`src/rtl/trace_write_arbiter_if.sv`:
```
// Handshake and write-port bundle between the trace producers, the arbiter and trace_buffer.
interface trace_write_arbiter_if #(
    parameter int NUM_SOURCES = 4,
    parameter int DATA_WIDTH  = 64
);
    localparam int SRC_W = $clog2(NUM_SOURCES);

    logic                              enable;
    logic                              flush_req;
    logic [NUM_SOURCES-1:0]            src_valid;
    logic [NUM_SOURCES*DATA_WIDTH-1:0] src_data;
    logic [NUM_SOURCES-1:0]            src_ready;
    logic                              buf_wr_valid;
    logic [DATA_WIDTH-1:0]             buf_wr_data;
    logic [SRC_W-1:0]                  buf_wr_src;
    logic                              flush_done;
    logic                              busy;
    logic [31:0]                       wr_count;

    modport master (
        output enable, flush_req, src_valid, src_data,
        input  src_ready, buf_wr_valid, buf_wr_data, buf_wr_src, flush_done, busy, wr_count
    );

    modport slave (
        input  enable, flush_req, src_valid, src_data,
        output src_ready, buf_wr_valid, buf_wr_data, buf_wr_src, flush_done, busy, wr_count
    );
endinterface

```
`src/rtl/trace_write_arbiter.sv`:
```
// Round-robin arbiter sharing the trace_buffer write port between NUM_SOURCES producers,
// each with a one-entry holding register, plus an enable/idle/flush control FSM.
module trace_write_arbiter #(
    parameter int NUM_SOURCES = 4,
    parameter int DATA_WIDTH  = 64
) (
    input  logic clk,
    input  logic rst_n,
    trace_write_arbiter_if.slave bus
);
    localparam int SRC_W = $clog2(NUM_SOURCES);

    typedef enum logic [1:0] {IDLE, RUN, DRAIN} state_t;

    state_t                 state;
    state_t                 state_nxt;
    logic [NUM_SOURCES-1:0] pend_valid;
    logic [DATA_WIDTH-1:0]  pend_data [NUM_SOURCES];
    logic [SRC_W-1:0]       rr_ptr;
    logic [NUM_SOURCES-1:0] grant;
    logic                   grant_any;
    logic [SRC_W-1:0]       grant_id;
    logic [NUM_SOURCES-1:0] src_ready;
    logic [NUM_SOURCES-1:0] load;
    logic                   drain_done;
    logic                   wr_valid;
    logic [DATA_WIDTH-1:0]  wr_data;
    logic [SRC_W-1:0]       wr_src;
    logic                   flush_done;
    logic [31:0]            wr_cnt;

    function automatic logic [31:0] sat_inc(input logic [31:0] v);
        return (v == 32'hFFFF_FFFF) ? v : v + 32'd1;
    endfunction

    function automatic logic [SRC_W-1:0] next_ptr(input logic [SRC_W-1:0] i);
        return (i == SRC_W'(NUM_SOURCES - 1)) ? '0 : i + 1'b1;
    endfunction

    // Search starts at rr_ptr so the last-served source drops to lowest priority.
    always_comb begin
        int               idx_i;
        logic [SRC_W-1:0] idx;
        grant     = '0;
        grant_any = 1'b0;
        grant_id  = '0;
        idx_i     = 0;
        idx       = '0;
        if (state != IDLE) begin
            for (int k = 0; k < NUM_SOURCES; k++) begin
                idx_i = (int'(rr_ptr) + k) % NUM_SOURCES;
                idx   = SRC_W'(idx_i);
                if (!grant_any && pend_valid[idx]) begin
                    grant[idx] = 1'b1;
                    grant_any  = 1'b1;
                    grant_id   = idx;
                end
            end
        end
    end

    // A granted register empties this edge, so it can reload without a bubble.
    assign src_ready  = (state == RUN) ? (~pend_valid | grant) : '0;
    assign load       = bus.src_valid & src_ready;
    assign drain_done = (state == DRAIN) && (pend_valid == '0) && !grant_any;

    always_comb begin
        state_nxt = state;
        case (state)
            IDLE: begin
                if (bus.flush_req)   state_nxt = DRAIN;
                else if (bus.enable) state_nxt = RUN;
            end
            RUN: begin
                if (bus.flush_req)    state_nxt = DRAIN;
                else if (!bus.enable) state_nxt = IDLE;
            end
            DRAIN: begin
                if (drain_done) state_nxt = IDLE;
            end
            default: state_nxt = IDLE;
        endcase
    end

    always_ff @(posedge clk or negedge rst_n) begin
        if (!rst_n) begin
            state      <= IDLE;
            pend_valid <= '0;
            rr_ptr     <= '0;
            wr_valid   <= 1'b0;
            wr_data    <= '0;
            wr_src     <= '0;
            flush_done <= 1'b0;
            wr_cnt     <= '0;
        end else begin
            state      <= state_nxt;
            pend_valid <= (pend_valid & ~grant) | load;
            wr_valid   <= grant_any;
            flush_done <= drain_done;
            if (grant_any) begin
                wr_data <= pend_data[grant_id];
                wr_src  <= grant_id;
                rr_ptr  <= next_ptr(grant_id);
            end
            if (wr_valid) wr_cnt <= sat_inc(wr_cnt);
        end
    end

    always_ff @(posedge clk) begin
        for (int i = 0; i < NUM_SOURCES; i++) begin
            if (load[i]) pend_data[i] <= bus.src_data[i*DATA_WIDTH +: DATA_WIDTH];
        end
    end

    assign bus.src_ready    = src_ready;
    assign bus.buf_wr_valid = wr_valid;
    assign bus.buf_wr_data  = wr_data;
    assign bus.buf_wr_src   = wr_src;
    assign bus.flush_done   = flush_done;
    assign bus.busy         = |pend_valid;
    assign bus.wr_count     = wr_cnt;
endmodule

```
`src/flat_wrapper.sv`:
```
// flat-port wrapper written by rule: the top's interface ports become plain ports
module trace_write_arbiter_flat 
#(
    parameter int NUM_SOURCES = 4,
    parameter int DATA_WIDTH  = 64
)
  (clk, rst_n, bus_enable, bus_flush_req, bus_src_valid, bus_src_data, bus_src_ready, bus_buf_wr_valid, bus_buf_wr_data, bus_buf_wr_src, bus_flush_done, bus_busy, bus_wr_count);
  trace_write_arbiter_if #(.NUM_SOURCES(NUM_SOURCES), .DATA_WIDTH(DATA_WIDTH)) bus_i ();
  input  logic clk;
  input  logic rst_n;
  input wire logic [$bits(bus_i.enable)-1:0] bus_enable;
  input wire logic [$bits(bus_i.flush_req)-1:0] bus_flush_req;
  input wire logic [$bits(bus_i.src_valid)-1:0] bus_src_valid;
  input wire logic [$bits(bus_i.src_data)-1:0] bus_src_data;
  output wire logic [$bits(bus_i.src_ready)-1:0] bus_src_ready;
  output wire logic [$bits(bus_i.buf_wr_valid)-1:0] bus_buf_wr_valid;
  output wire logic [$bits(bus_i.buf_wr_data)-1:0] bus_buf_wr_data;
  output wire logic [$bits(bus_i.buf_wr_src)-1:0] bus_buf_wr_src;
  output wire logic [$bits(bus_i.flush_done)-1:0] bus_flush_done;
  output wire logic [$bits(bus_i.busy)-1:0] bus_busy;
  output wire logic [$bits(bus_i.wr_count)-1:0] bus_wr_count;
  assign bus_i.enable = bus_enable;
  assign bus_i.flush_req = bus_flush_req;
  assign bus_i.src_valid = bus_src_valid;
  assign bus_i.src_data = bus_src_data;
  assign bus_src_ready = bus_i.src_ready;
  assign bus_buf_wr_valid = bus_i.buf_wr_valid;
  assign bus_buf_wr_data = bus_i.buf_wr_data;
  assign bus_buf_wr_src = bus_i.buf_wr_src;
  assign bus_flush_done = bus_i.flush_done;
  assign bus_busy = bus_i.busy;
  assign bus_wr_count = bus_i.wr_count;
  trace_write_arbiter #(.NUM_SOURCES(NUM_SOURCES), .DATA_WIDTH(DATA_WIDTH)) u_core (.clk(clk), .rst_n(rst_n), .bus(bus_i));
endmodule
```
`config.mk`:
```
export PLATFORM = sky130hd
export DESIGN_NAME = trace_write_arbiter_flat
export DESIGN_NICKNAME = d
export VERILOG_FILES = /design/src/rtl/trace_write_arbiter_if.sv /design/src/rtl/trace_write_arbiter.sv /design/src/flat_wrapper.sv
export SDC_FILE = /design/constraint.sdc
export NUM_CORES = 1
export LEC_CHECK = 0
export BUFFER_PORTS_ARGS = -buffer_cell sky130_fd_sc_hd__clkbuf_2
export CORE_ASPECT_RATIO = 0.9
export CORE_MARGIN = 1.5
export CORE_UTILIZATION = 51
export DETAILED_ROUTE_END_ITERATION = 8
export GPL_TIMING_DRIVEN = 0
export PLACE_DENSITY_LB_ADDON = 0.2
export SLEW_MARGIN = 20
export SYNTH_ARGS = -nofsm -noshare
export SYNTH_HDL_FRONTEND = slang
export SYNTH_SLANG_ARGS = --single-unit
```
`constraint.sdc`:
```
create_clock -name clk -period 7.4 [get_ports clk]
set_clock_uncertainty 0.15 [all_clocks]
set_input_delay 1.11 -clock clk [delete_from_list [all_inputs] [get_ports clk]]
set_output_delay 1.11 -clock clk [all_outputs]
set_load 0.01 [all_outputs]
```
; ---- Word-level counts from Yosys, hierarchy flattened
; Memory sizes are Yosys's and may differ from the RTL's. A register that Yosys moved wholly into a read port is not among the register bits.
; Index checks and enable logic that the tools add are counted.
; Widths: inputs -> output; s select.
[op_classes]
n_addsub = 5
n_lt_le_gt_ge = 8
n_eq_ne = 7
n_mux = 53
bitwise_logic = 10
reduce_logical = 20
[ops]
columns = cell, n
row1 = $mux 4, 9
row2 = $add 32x1->32 const B, 1
row3 = $eq 32x32->1 const B, 1
row4 = $mux 1, 24
row5 = $mux 2, 11
row6 = $or 4x4->4, 5
row7 = $lt 2x3->1 const B, 4
row8 = $logic_and 1x1->1, 9
row9 = $and 4x4->4, 2
row10 = $bmux 1 s2, 4
row11 = $demux 1 s2, 4
row12 = $ge 2x1->1 const B, 4
row13 = $not 4->4, 2
row14 = $ne 3x3->1 const B, 2
row15 = $pmux 2 s3, 1
row16 = $logic_not 1->1, 5
row17 = $add 2x1->2 const B, 2
row18 = $add 2x2->2 const B, 2
row19 = $eq 2x2->1 const B, 2
row20 = $logic_not 4->1, 1
row21 = $reduce_or 4->1, 1
row22 = $reduce_and 3->1, 1
row23 = $eq 2x1->1 const B, 1
row24 = $logic_not 2->1, 1
row25 = other kinds (4), 4
[totals]
reg_bits = 44
ram_bits = 256
inputBits = 264
out_inout_bits = 105
word_cells = 111
n_memories = 1
[memory_table]
columns = name, depth, word_bits, read_ports, rd_clocked_by_memory_dff, wr, line
row1 = u_core.pend_data, 4, 64, 1, 1, 4, trace_write_arbiter.sv:18  ; logic [DATA_WIDTH-1:0] pend_data [NUM_SOURCES];

; ---- Logic depth before layout (Yosys ltp)
; Gate-level depths: netlist of the first run.
[logic_depth]
word_depth = 21
ltp_mapped = 15
mapped_depth_nobuf = 10

; ---- Worst setup path after synthesis of the first run
; Ideal clock, no wire load.
[synth_path]
kind = flip-flop to flip-flop
from = register u_core.rr_ptr[1]
to = memory u_core.pend_data[0][0] (enable)
setup_time_ps = 494
t_arrival_ps = 5199
required_ps = 6756
slack_ps = 1557
stages_incl_launch_ff = 11
n_path_buf = 2
period_less_slack_ps = 5843
cell_sequence = dfrtp_1 > buf_2 > inv_1 > ha_1 > buf_4 > mux4_2 > nor2b_1 > a22o_1 > mux2i_1 > o221ai_1 > nor2b_1
[synth_lines]
columns = element, line
row1 = from (decl), trace_write_arbiter.sv:19  ; logic [SRC_W-1:0] rr_ptr;
row2 = from (signal assigned), trace_write_arbiter.sv:103  ; rr_ptr <= next_ptr(grant_id);
row3 = to (decl), trace_write_arbiter.sv:18

; ---- Worst setup path after layout of the first run
[layout_path]
from = register u_core.rr_ptr[1]
to = output bus_src_ready[3]
[layout_via]
elab_chain_cells = 18
elab_cells_between_ends = 56
cone_classes = add/sub: 3 / order compare: 8 / mux: 31 / bitwise: 4 / reduce/logical: 10
[layout_lines]
columns = element, line
row1 = "parallel branches: the longest is 14 deep, another holds $lt 2x3->1", -
row2 = $mux 4 (*), trace_write_arbiter.sv:53  ; if (!grant_any && pend_valid[idx]) begin
row3 = $mux 4 (*), trace_write_arbiter.sv:49  ; if (state != IDLE) begin
row4 = $or 4x4->4 (*), trace_write_arbiter.sv:63  ; assign src_ready = (state == RUN) ? (~pend_valid | grant) : '0;
row5 = $mux 4 (*), trace_write_arbiter.sv:63
row6 = to (decl), flat_wrapper.sv:15  ; output wire logic [$bits(bus_i.src_ready)-1:0] bus_src_ready;
; Mark *: on every way between the ends. The select of a mux whose other input is x is not followed.

==> results_dict.tcl, run 1 <==
set metrics [dict create \
    outcome "finished, final reports clean" \
    clockBufferDepth 3 \
    hold_viol 0 \
    drt-vias-per-instance 5.46 \
    io_buffers 368 \
    min_path_type "reg2reg" \
    core_mm2 0.0272 \
    start_util 0.524 \
    grt_overflow 0 \
    detailroute.via_count 9120 \
    yosys-top-cells-area "edfxtp_1 (54%), dfrtp_1 (19%), mux2i_1 (9.4%)" \
    nets 1560 \
    rsz0062_at_grt "false" \
    reg2reg_depth 12 \
    ioPinCount 369 \
    drv_slew 0 \
    die_y_um 162 \
    h-tree-depth 2 \
    path_max_fanout 10 \
    routedWlPerCell_um 21.7 \
    path_clk_slew_ns 0.06 \
    worst_slew_pin_slew_ns 0.770 \
    p_per_area_mw_per_mm2 399 \
    dr.pass1.iters 4 \
    root_buffer "clkbuf_16" \
    timing.fmax_mhz 204 \
    drv_cap 0 \
    worstPathArrival_ns 3.63 \
    synth.distinct_cells 55 \
    post_cts_buffers 0 \
    postSynthAreaPerCell_um2 16.5 \
    drive_gt1_frac 0.370 \
    row_count 57 \
    drtIter0Drc 549 \
    dpl.hpwl_um 25900 \
    grt_pass1_vias 9206 \
    insertion_delay_ns 0.52 \
    cts_resized 0 \
    antenna_found_initial 4 \
    worst_setup_path_end_kind "output pin" \
    post-route-util 0.662 \
    leakagePower_uw 0.00790 \
    cts_buffers 37 \
    worstReg2RegEnd "u_core.pend_data[3][1]" \
    ys_seq_area_frac 0.728 \
    cts_tree "built" \
    grt_pass1_wl_um 53400 \
    critical_path_class "reg2out" \
    syn_inst 866 \
    ys_seq_elements 364 \
    syn-cell-area_mm2 0.0143 \
    async_flop_share 0.297 \
    max_slew_margin 0.485 \
    r2r-start "u_core.rr_ptr[1]" \
    final_cell_mix "clkbuf_2 (367), edfxtp_1 (256), mux2i_1 (134)" \
    drc 0 \
    post-route-period-util 0.661 \
    synth_top_area_share 0.538 \
    place.gp.congestion 0.811 \
    numClockSinks 364 \
    drt-total-wl_um 36200 \
    track_usage 0.247 \
    synth_edf_count 256 \
    die_area_mm2 0.0290 \
    setup_viol 0 \
    die_w_um 179 \
    hold_end "u_core.bus.buf_wr_src[0]" \
    synth_top_area_cell "edfxtp_1" \
    holdWs_ns 0.326 \
    min_from "u_core.bus.buf_wr_src[0]" \
    grt_start_max_net_pins 75 \
    syn_nets 1140 \
    ant_nets 0 \
    holdPathStages 2 \
    filler_cell_count 1956 \
    yosys_warnings 0 \
    worstPathRequired_ns 6.14 \
    final_period_minus_worst_setup_slack_ns 4.89 \
    r2r_setup_slack_ns 3.05 \
    multi_input_area_mm2 0.00358 \
    ys.flop_type "edfxtp_1" \
    layout_commonest_cell "clkbuf_2" \
    area_growth_pct 26.3 \
    cts_hold_buffers 0 \
    cp-start-kind "flop" \
    ir_drop_mv 0.221 \
    register_area_mm2 0.0104 \
]
==> critical path, cell delays in order, from the launching register on <==
cell      delay, ns
dfrtp_1        0.41
buf_2          0.24
inv_1          0.16
ha_1           0.31
buf_4          0.17
mux4_2         0.61
nor2b_1        0.30
a22o_1         0.18
mux2i_1        0.06
o221ai_1       0.32
and2_1         0.21
clkbuf_2       0.14
==> layer usage <==
layer,global-route usage,part of all wire,vias up
li1,-,-,4176
met1,0.323,0.41,4487
met2,0.401,0.48,379
met3,0.0686,0.084,76
met4,0.0789,0.030,2
met5,0,0.00036,-
==> where the power goes <==
group,switching (µW),internal [µW],leakage [µW]
Clock,745,985,0.000537
Combinational,1610,1140,0.00371
Sequential,196,2510,0.00365
==> final cells by class <==
class | instances | share of cell area
antenna | 3 | 0.000416
buffer | 46 | 0.0167
clock buffer | 59 | 0.0588
clock inverter | 8 | 0.00278
inverter | 9 | 0.00187
multi-input combinational | 447 | 0.199
sequential | 364 | 0.576
tap | 354 | 0.0246
timing repair buffer | 381 | 0.120
==> synth_stat cells, drive strengths merged (2+ instances only) <==
cell,count
mux2i,134
dfrtp,108
mux4,3
mux2,3
and3,5
nand2,79
a22o,4
a21oi,3
nand3b,3
nor3,5
and3b,2
xnor2,20
and4,3
a31oi,2
nand4,10
o221ai,51
ha,10
clkbuf,15
nor2b,6
nor2,33
a211oi,2
a221oi,16
nand3,10
inv,8
xor2,10
and2,7
buf,31
o21ai,5
edfxtp,256
==> flip-flops by register name (all words and copies together) (netlist names) <==
signal and cells:
u_core.pend_valid 4, u_core.bus.buf_wr_src 2, u_core.bus.buf_wr_data 64, u_core.state 2, u_core.pend_data 256, u_core.rr_ptr 2, u_core.bus.buf_wr_valid 1, u_core.bus.flush_done 1
u_core.bus.wr_count 32
==> worst max path at each step <==
stage / startpoint / to / slack (ns) / depth (start not counted)
6_report: u_core.rr_ptr[1] / bus_src_ready[3] / 2.51 / 11
5_1_grt: u_core.rr_ptr[1] / bus_src_ready[0] / 2.31 / 11
4_1_cts: u_core.rr_ptr[1] / bus_src_ready[3] / 2.55 / 11
3_5_place_dp: u_core.rr_ptr[1] / bus_src_ready[3] / 3.13 / 11
3_3_place_gp: u_core.rr_ptr[1] / u_core.pend_data[3][5] / -1.31 / 10
2_1_floorplan: u_core.rr_ptr[1] / u_core.pend_data[0][0] / 1.56 / 10
==> per-stage QoR <==
step	area [µm²]	total power, µW	std cells	TNS, ns	setup slack, ns
floorplan	14300	4550	866	0	1.56
global placement	16600	5420	1588	-274.38	-1.31
detailed placement	16900	5510	1601	0	3.13
CTS	18000	7240	1668	0	2.55
global route	18000	7560	1671	0	2.31
finish	18000	7190	1671	0	2.51
==> cells by family after synthesis <==
kind of cell,after synthesis,share of synthesized area
adders and majority gates,10,0.00876
buffers and inverters,55,0.0234
DFF,364,0.728
muxes,140,0.101
AOI/OAI and AO/OA,94,0.0637
and+or+nand+nor,173,0.0570
xor gates and xnor gates,30,0.0184
Note: power is estimated with default switching activity, not from simulation.
==> run 2, diff against run 1 <==
--- a/config.mk
+++ b/config.mk
@@ -5,10 +5,11 @@
 export SDC_FILE = /design/constraint.sdc
 export NUM_CORES = 1
 export LEC_CHECK = 0
+export ABC_AREA = 1
 export BUFFER_PORTS_ARGS = -buffer_cell sky130_fd_sc_hd__clkbuf_2
 export CORE_ASPECT_RATIO = 0.9
 export CORE_MARGIN = 1.5
-export CORE_UTILIZATION = 51
+export CORE_UTILIZATION = 48
 export DETAILED_ROUTE_END_ITERATION = 8
 export GPL_TIMING_DRIVEN = 0
 export PLACE_DENSITY_LB_ADDON = 0.2
==> constraint.sdc (replaced) <==
create_clock -name clk -period 4.5 [get_ports clk]
set_clock_uncertainty 0.15 [all_clocks]
set_input_delay 0.675 -clock clk [delete_from_list [all_inputs] [get_ports clk]]
set_output_delay 0.675 -clock clk [all_outputs]
set_load 0.01 [all_outputs]
==> results_dict.tcl, run 2 <==
set metrics [dict create \
    dr_wl_met3_um 3210 \
    cts_resized 0 \
    yosys-top-cells-count "nand2_1 (377), edfxtp_1 (256), inv_1 (189)" \
    drive_gt1_frac 0.290 \
    worstReg2RegEnd "u_core.pend_data[3][0]" \
    die_area_mm2 0.0328 \
    rsz0062_at_grt "false" \
    dp_worst_setup_slack_ns 0.760 \
    final_period_minus_worst_setup_slack_ns 3.75 \
    drv_slew 0 \
    syn_inst 1386 \
    timing.fmax_mhz 267 \
    seqPwrFrac 0.342 \
    routedWlPerCell_um 18.4 \
    p_per_area_mw_per_mm2 677 \
    start_util 0.491 \
    hold_end "u_core.pend_data[2][35]" \
    yosys-top-cells-area "edfxtp_1 (50%), dfrtp_1 (18%), nand2_1 (9.3%)" \
    die_y_um 172 \
    worstPathArrival_ns 3.83 \
    detailroute.via_count 11200 \
    drc 0 \
    antenna_found_initial 7 \
    holdWs_ns 0.156 \
    core_mm2 0.0311 \
    min_from "bus_src_data[163]" \
    postSynthAreaPerCell_um2 11.0 \
    critical_path_class "reg2reg" \
    drtIter0Drc 756 \
    h-tree-depth 2 \
    post-route-period-util 0.834 \
    drv_cap 0 \
    largest_reg_flops 256 \
    instances_no_fill 2252 \
    power_frac_comb 0.419 \
    place.gp.congestion 0.845 \
    cts_buffers 39 \
    min_path_type "in2reg" \
    dp.cells 2175 \
    grt_pass1_wl_um 62100 \
    hold_viol 0 \
    ys.flop_type "edfxtp_1" \
    ys_seq_area_frac 0.681 \
    post-route-util 0.617 \
    holdPathStages 1 \
    synth_edf_count 256 \
    insertion_delay_ns 0.54 \
    sw_frac_of_total 0.402 \
    synth_top_area_cell "edfxtp_1" \
    setup_viol 0 \
    dr.pass1.iters 4 \
    p_clk_frac 0.238 \
    max_slew_margin 0.348 \
    largest_register "u_core.pend_data" \
    track_usage 0.254 \
    ioPinCount 369 \
    power.switching_uw 5220 \
    path_clk_slew_ns 0.06 \
    setup_slack_ns 0.748 \
    reg2reg_depth 15 \
    top_layer_used "met5" \
    grt_pass1_vias 11100 \
    row_count 61 \
    worst_setup_path_end_kind "flop" \
    post_cts_buffers 0 \
    layout_commonest_cell "nand2_1" \
    fin_area_mm2 0.0192 \
    nets 2082 \
    clockBufferDepth 3 \
    syn_nets 1660 \
    yosys_warnings 0 \
    post_dp_cell_area_mm2 0.0179 \
    synth.most_common_cell "nand2_1" \
    cts_tree "built" \
    leakagePower_uw 0.00895 \
    synth_top_area_share 0.504 \
    syn-cell-area_mm2 0.0152 \
    drt-vias-per-instance 5.00 \
    cts_hold_buffers 1 \
    wl_met1_um 17400 \
    grt_overflow 0 \
    die_w_um 191 \
    async_flop_share 0.297 \
    grt_start_max_net_pins 57 \
    path_max_fanout 22 \
    final_cell_mix "nand2_1 (377), clkbuf_2 (367), edfxtp_1 (256)" \
    worst_slew_pin_slew_ns 0.974 \
    dpl.hpwl_um 30200 \
    p_int_uw 7770 \
    synth.distinct_cells 33 \
    area_growth_pct 25.8 \
    numClockSinks 364 \
    ir_drop_mv 0.387 \
    root_buffer "clkbuf_16" \
    wl_met2_um 19700 \
    worstPathRequired_ns 4.58 \
    r2r-start "u_core.rr_ptr[1]" \
    ant_nets 0 \
    outcome "finished, final reports clean" \
    r2r_setup_slack_ns 0.75 \
    cp-start-kind "flop" \
    ys_seq_elements 364 \
    drt-total-wl_um 41500 \
    io_buffers 368 \
]
[run 2: power groups by stage]
stage	clock network [µW]	logic [µW]	registers, µW
6_report	3090	5440	4450
5_1_grt	3270	6070	4500
4_1_cts	3140	5510	4450
3_5_place_dp	0	5490	4500
3_3_place_gp	0	5340	4510
2_1_floorplan	0	3310	4620
[run 2: worst max-delay path, stage by stage (launching register included)]
cell and delay, ns:
dfrtp_1 0.55, inv_2 0.18, ha_1 0.35, inv_1 0.11, nand3_1 0.08, nand2_1 0.16
nand3_1 0.11, nor2_2 0.19, nand2_1 0.08, nand3_1 0.10, nand2_1 0.06, nand2_1 0.08
nand2_1 0.10, nor2_4 0.62, buf_12 0.27, buf_12 0.20
[run 2: layout make-up]
class                   instances  area [µm²]
clock inverters                17         125
multi-input cells             771        3820
clock buffers                  55        1110
plain buffers                  56         332
inverters                     195         737
fillers                      2567       11900
diodes                          4        10.0
flip-flops and latches        364       10400
repair buffers                381        2150
well taps                     409         512
[run 2: cell families after synthesis]
group	after synthesis	synth area share
flops	364	0.681
compound gates	65	0.0299
fa+ha+maj	10	0.00821
simple gates	665	0.193
xor+xnor	31	0.0178
buf+inv	251	0.0701
[run 2: routing by layer]
metal,up-vias,GRT usage
li1,5444,-
met1,5329,0.329
met2,397,0.422
met3,75,0.0654
met4,4,0.0760
met5,-,0
[run 2: per-stage QoR]
stage / setup TNS, ns / power (µW)
floorplan: 0 / 7930
global placement: -294.70 / 9850
detailed placement: 0 / 9990
CTS: 0 / 13100
global route: 0 / 13800
finish: 0 / 13000
[run 2: how the worst max path moves through the flow]
stage,to,depth (start not counted),from,slack (ns)
6_report,u_core.pend_data[3][0],15,u_core.rr_ptr[1],0.75
5_1_grt,u_core.pend_data[3][0],15,u_core.rr_ptr[1],0.43
4_1_cts,u_core.pend_data[3][0],15,u_core.rr_ptr[1],0.73
3_5_place_dp,u_core.pend_data[3][0],15,u_core.rr_ptr[1],0.76
3_3_place_gp,u_core.pend_data[0][3],13,u_core.rr_ptr[1],-1.24
2_1_floorplan,u_core.pend_data[3][0],14,u_core.rr_ptr[0],0.54
